==> src/rtl/uart_rx.sv <==
// rtl/uart_rx.sv - 8N1 UART receiver with oversampled mid-bit sampling and stop-bit error flag
module uart_rx #(
   parameter int OVERSAMPLE = 16,
   parameter int DATA_BITS  = 8
) (
   input  logic                 clk,
   input  logic                 reset,
   input  logic                 baud_tick,
   input  logic                 rx,
   output logic [DATA_BITS-1:0] o_rx_data,
   output logic                 o_rx_done,
   output logic                 o_rx_busy,
   output logic                 o_frame_err
);

   localparam int BCW = $clog2(OVERSAMPLE);
   localparam int NW  = (DATA_BITS > 1) ? $clog2(DATA_BITS) : 1;

   localparam logic [BCW-1:0] MID_START = BCW'(OVERSAMPLE/2 - 1);
   localparam logic [BCW-1:0] MID_BIT   = BCW'(OVERSAMPLE - 1);
   localparam logic [NW-1:0]  LAST_BIT  = NW'(DATA_BITS - 1);

   localparam logic [1:0] IDLE  = 2'd0;
   localparam logic [1:0] START = 2'd1;
   localparam logic [1:0] DATA  = 2'd2;
   localparam logic [1:0] STOP  = 2'd3;

   logic [1:0]           state;
   logic                 rx_meta;
   logic                 rx_s;
   logic                 rx_prev;
   logic [BCW-1:0]       b_cnt;
   logic [NW-1:0]        bit_cnt;
   logic [DATA_BITS-1:0] shift_reg;
   logic [DATA_BITS-1:0] shift_next;
   logic                 start_edge;

   assign start_edge = rx_prev & ~rx_s;

   // Right shift with the new bit entering at the MSB, so bit 0 lands at the LSB.
   always_comb begin
      shift_next                = shift_reg >> 1;
      shift_next[DATA_BITS-1]   = rx_s;
   end

   always_ff @(posedge clk or negedge reset) begin
      if (!reset) begin
         rx_meta <= 1'b1;
         rx_s    <= 1'b1;
         rx_prev <= 1'b1;
      end else begin
         rx_meta <= rx;
         rx_s    <= rx_meta;
         rx_prev <= rx_s;
      end
   end

   always_ff @(posedge clk or negedge reset) begin
      if (!reset) begin
         state       <= IDLE;
         b_cnt       <= '0;
         bit_cnt     <= '0;
         shift_reg   <= '0;
         o_rx_data   <= '0;
         o_rx_done   <= 1'b0;
         o_rx_busy   <= 1'b0;
         o_frame_err <= 1'b0;
      end else begin
         o_rx_done   <= 1'b0;
         o_frame_err <= 1'b0;
         case (state)
            IDLE: begin
               // Edge wins over a coincident tick: counting restarts from zero.
               if (start_edge) begin
                  state     <= START;
                  b_cnt     <= '0;
                  o_rx_busy <= 1'b1;
               end
            end
            START: begin
               if (baud_tick) begin
                  if (b_cnt == MID_START) begin
                     b_cnt <= '0;
                     if (!rx_s) begin
                        state   <= DATA;
                        bit_cnt <= '0;
                     end else begin
                        state     <= IDLE;
                        o_rx_busy <= 1'b0;
                     end
                  end else begin
                     b_cnt <= b_cnt + 1'b1;
                  end
               end
            end
            DATA: begin
               if (baud_tick) begin
                  if (b_cnt == MID_BIT) begin
                     b_cnt     <= '0;
                     shift_reg <= shift_next;
                     if (bit_cnt == LAST_BIT) begin
                        state <= STOP;
                     end else begin
                        bit_cnt <= bit_cnt + 1'b1;
                     end
                  end else begin
                     b_cnt <= b_cnt + 1'b1;
                  end
               end
            end
            default: begin
               if (baud_tick) begin
                  if (b_cnt == MID_BIT) begin
                     b_cnt     <= '0;
                     state     <= IDLE;
                     o_rx_busy <= 1'b0;
                     if (rx_s) begin
                        o_rx_data <= shift_reg;
                        o_rx_done <= 1'b1;
                     end else begin
                        o_frame_err <= 1'b1;
                     end
                  end else begin
                     b_cnt <= b_cnt + 1'b1;
                  end
               end
            end
         endcase
      end
   end

endmodule

==> config.mk <==
export PLATFORM = sky130hd
export DESIGN_NAME = uart_rx
export DESIGN_NICKNAME = d
export VERILOG_FILES = /design/src/rtl/uart_rx.sv
export SDC_FILE = /design/constraint.sdc
export NUM_CORES = 1
export LEC_CHECK = 0
export ABC_AREA = 1
export CAP_MARGIN = 25
export CORE_ASPECT_RATIO = 1.4
export CORE_MARGIN = 2
export CORE_UTILIZATION = 30
export CTS_CLUSTER_DIAMETER = 40
export DETAILED_ROUTE_END_ITERATION = 16
export PLACE_DENSITY = 0.48
export SKIP_LAST_GASP = 1
export SYNTH_ARGS = -nofsm -noshare
export SYNTH_HDL_FRONTEND = slang
export SYNTH_SLANG_ARGS = --single-unit
==> constraint.sdc <==
create_clock -name clk -period 1.6 [get_ports clk]
set_input_delay 0.16 -clock clk [delete_from_list [all_inputs] [get_ports clk]]
set_output_delay 0.16 -clock clk [all_outputs]
set_load 0.05 [all_outputs]
======== Word level (Yosys, flattened, before mapping) ========
Index checks and enable logic that the tools add are counted.
word-level totals
  register bits after elaboration ......... 31
  logic and storage cells ................. 80
operators by class
  add/subtract/negate cells ............... 2
  mux-type cells .......................... 38
  bitwise operators ....................... 4
  reductions and logical operators ........ 11
  equal/unequal tests ..................... 14
operator list
  operator                                       count
  two-way mux 4 bit                              5
  two-way mux 2 bit                              9
  two-way mux 3 bit                              6
  != test 2 bit, second input constant           9
  two-way mux 1 bit                              14
  AND reduction 7 bit                            2
  case mux 4 bit (2 select lines)                1
  AND reduction 8 bit                            1
  case mux 2 bit (3 select lines)                1
  case mux 3 bit (2 select lines)                1
  AND reduction 3 bit                            2
  adder 4 x 1 -> 4 bit, second input constant    1
  == test 4 x 3 -> 1 bit, second input constant  1
  == test 4 bit, second input constant           1
  AND reduction 4 bit                            1
  nonzero test 2 bit                             2
  adder 3 x 1 -> 3 bit, second input constant    1
  == test 3 bit, second input constant           1
  inverter 1 bit                                 3
  case mux 1 bit (3 select lines)                1
  nonzero test 3 bit                             1
  OR reduction 3 bit                             1
  == test 2 x 1 -> 1 bit, second input constant  1
  == test 2 bit, second input constant           1
  2 further kinds                                2

======== Logic depth before layout (Yosys ltp) ========
  depth in word-level cells ............... 5
  depth in mapped cells ................... 8

======== Worst setup path before layout ========
Ideal clock, no wire load.
  kind .................................... register to register
  start ................................... register b_cnt[0]
  end ..................................... register o_rx_data[4]
  cell stages (with the launch flop) ...... 8
  setup slack ............................. 0.256 ns
  clock period less this slack ............ 1.344 ns
  path buffers ............................ 1
  arrival ................................. 1.224 ns
  setup time .............................. 0.120 ns
  path through ............................ dfrtp_1 > ha_1 > nand3_1 > inv_1 > nand3_2 > buf_6 > nand2_1 > o21ai_2
between the ends
  longest elaborated chain between the ends .. 2
ends and longest elaborated chain
  what                           RTL line  RTL
  start: declaration             32        logic [BCW-1:0] b_cnt;
  start signal: assignment       92        b_cnt <= b_cnt + 1'b1;
  start signal: assignment       107       b_cnt <= b_cnt + 1'b1;
  start signal: assignment       124       b_cnt <= b_cnt + 1'b1;
  == test 4 bit                  113       if (b_cnt == MID_BIT) begin
  AND reduction 4 bit (no line)  n/a
  end signal: assignment         118       o_rx_data <= shift_reg;
  end: declaration               10        output logic [DATA_BITS-1:0] o_rx_data,
No other way between the ends.
A chain may end at the register's enable or synchronous reset.

======== Final worst setup path ========
  start ................................... register bit_cnt[0]
  end ..................................... register bit_cnt[0]
between the ends
  longest elaborated chain between the ends .. 5
ends and longest elaborated chain
  what                             RTL line  RTL
  start: declaration               33        logic [NW-1:0] bit_cnt;
  start signal: assignment         104       bit_cnt <= bit_cnt + 1'b1;
  adder 3 x 1 -> 3 bit             104
  two-way mux 3 bit                101       if (bit_cnt == LAST_BIT) begin
  two-way mux 3 bit                98        if (b_cnt == MID_BIT) begin
  two-way mux 3 bit                97        if (baud_tick) begin
  case mux 3 bit (2 select lines)  71        case (state)
Parallel ways exist; a longest one is shown, timed or not. The select of a mux whose other input is x is not followed.

==> metrics.yaml <==
critical_path:
  crit_required_ps: 1820
  max_stage_delay_ps: 400
  crit_buf_inv: 0
  end_kind: "flop"
  cp_slowest_cell: "dfrtp_1"
  worst-path-stages: 8
  arrival_ps: 1690
  cp_max_fo: 4
  worstPathCellList: "ha_1 > ha_1 > nand3b_1 > nand2_1 > nand2_1 > nor2_1 > nand2_1 > nand2_1"
  critical_path.startpoint_type: "flop"
  critPathTopFamily: "simple AND/OR/NAND/NOR gates"
  crit_top_cell: "nand2_1"
  r2r_cells: 8
  critPathKind: "reg2reg"
synth:
  syn_avg_cell_area_sq_um: 8.95
  synthTopCellsByArea: "dfrtp_1 48%, nand2_1 13%, o21ai_2 9.0%"
  synth_top_cell_area_share_pct: 48.0
  ys_types: 20
  yosys_warnings: 0
  synth_fp_nets: 170
  netlist_instances: 163
  syn_area_sq_mm: 0.00146
  synth_top_area_cell: "dfrtp_1"
  ys_ff_latch: 31
  ys_seq_area_share_pct: 53.4
timing:
  fin_crit_sh_pct: 92.2
  setup-violations-final: 0
  tns_ps: 0
  slew_violations: 0
  period_needed_ps: 1480
  finalHoldViolations: 0
  rsz0062_at_grt: "false"
  slew-limit-headroom_pct: 73.5
  fin_worst_skew_ps: 6.50
  fmax_ghz: 0.678
  worst_pin_slew_ps: 398
drt:
  vias_per_cell: 4.32
  wl_per_cell_microns: 10.8
  drc: 0
  vias: 1081
  drt-initial-drc-count: 69
  ant_nets: 0
  wirelength_microns: 2690
  firstDrtPassIters: 4
placed_design:
  place.gp.congestion: 0.865
  portBuffers: 14
  place_hpwl_microns: 1970
grt:
  grt_pass1_wl_microns: 4810
  grt_max_degree: 32
  grt_use_met1_pct: 12.8
  grtUsageMet3_pct: 3.12
  met2_usage_pct: 20.2
  grt-busiest-layer: "met2"
  antenna_found_initial: 0
  grtUsageTotal_pct: 11.4
  grt_pass1_vias: 1080
  grt-ovfl-total: 0
clocking:
  cts_buffer_depth: 2
  cts_setup_buffers: 0
  clkSinkCount: 31
  post_cts_resized: 0
  clk_latency_ps: 280
  cts_buffers: 5
  cts_tree: "built"
  clk_pin_slew_ps: 70
  cts_max_level: 2
  holdBufCountCts: 0
  cts_root_buffer: "clkbuf_8"
floorplan:
  core-area_sq_mm: 0.00477
  die_w_microns: 62.9
  pin_count: 15
  start_util_pct: 30.6
  die_y_microns: 86.5
  dieArea_sq_mm: 0.00544
  rows: 30
run:
  maxCapViolCount: 0
layout:
  nNetsFinal: 192
  num_antenna_cells: 0
  layout-drive-gt1-share_pct: 25.8
  layout_commonest_cell: "nand2_1"
  syn2layout_area_growth_pct: 22.1
  final_util_pct: 37.4
  mostFrequentLayoutCells: "49 x nand2_1, 28 x dfrtp_1, 21 x inv_1"
power:
  peakVddDrop_mv: 0.604
  power-per-cell-area_mw_per_mm2: 1360
  power.leakage_nw: 0.885
min_path:
  min_path_type: "in2async"
status:
  status: "finished, final reports clean"
[Yosys cell counts]
library cell  number
o21bai_1           1
o21ai_0            7
nor4_1             1
nand4_1            1
o21ai_2           15
nand2_2            3
nand3_4            1
nand3_2            1
inv_2              2
nand3_1            8
nand3b_1           2
dfrtp_1           28
nor2_1            12
buf_6              2
ha_1               3
nand2_1           49
a21oi_1            2
inv_1             21
dfstp_2            3
nor2_2             1
[metal layers]
layer | wire length (microns) | up-vias
met5 | 0 | -
met4 | 41 | 0
met3 | 96 | 4
met2 | 1370 | 20
met1 | 1180 | 502
li1 | - | 555
[cells by family after synthesis]
group | after synthesis | share of synthesized area [%]
adders and majority gates | 3 | 2.57
AOI/OAI and AO/OA | 25 | 12.6
and+or+nand+nor | 79 | 23.9
buffers and inverters | 25 | 7.46
DFF | 31 | 53.4
[power by group]
group	switching, mW	total, mW	internal, mW
combinational	0.451	0.654	0.202
clock	0.289	0.792	0.503
sequential	0.0985	0.975	0.876
[through the flow]
stage / area, sq um / hold WS (ps) / worst slack (ps) / power, mW / instances
4_1_cts: 1780 / 283 / 115 / 2.46 / 250
2_1_floorplan: 1460 / -136 / 256 / 1.46 / 163
3_3_place_gp: 1660 / 348 / 143 / 1.64 / 242
5_1_grt: 1780 / 289 / 15.2 / 2.60 / 250
6_report: 1780 / 280 / 125 / 2.42 / 250
3_5_place_dp: 1660 / 350 / 128 / 1.65 / 242
[path summary, 6_finish.rpt]
path	slack, ps	endpoint	from
max	120	bit_cnt[0]$_DFFE_PN0P_	bit_cnt[0]$_DFFE_PN0P_
min	280	o_rx_data[0]$_DFFE_PN0P_	reset
max reg2reg	120	bit_cnt[0]$_DFFE_PN0P_	bit_cnt[0]$_DFFE_PN0P_
min reg2reg	360	rx_s$_DFF_PN1_	rx_meta$_DFF_PN1_
max in group asynchronous	990	rx_prev$_DFF_PN1_	reset
min in group clk	290	rx_meta$_DFF_PN1_	rx
[final cells by class]
cell class / instances / area (sq um)
multi-input cells: 107 / 571
clock inverters: 2 / 35.0
clock buffers: 6 / 82.6
well taps: 64 / 80.1
repair buffers: 17 / 148
fillers: 515 / 2990
inverters: 23 / 86.3
flip-flops and latches: 31 / 779
No activity file was read; power rests on OpenSTA's default activity.
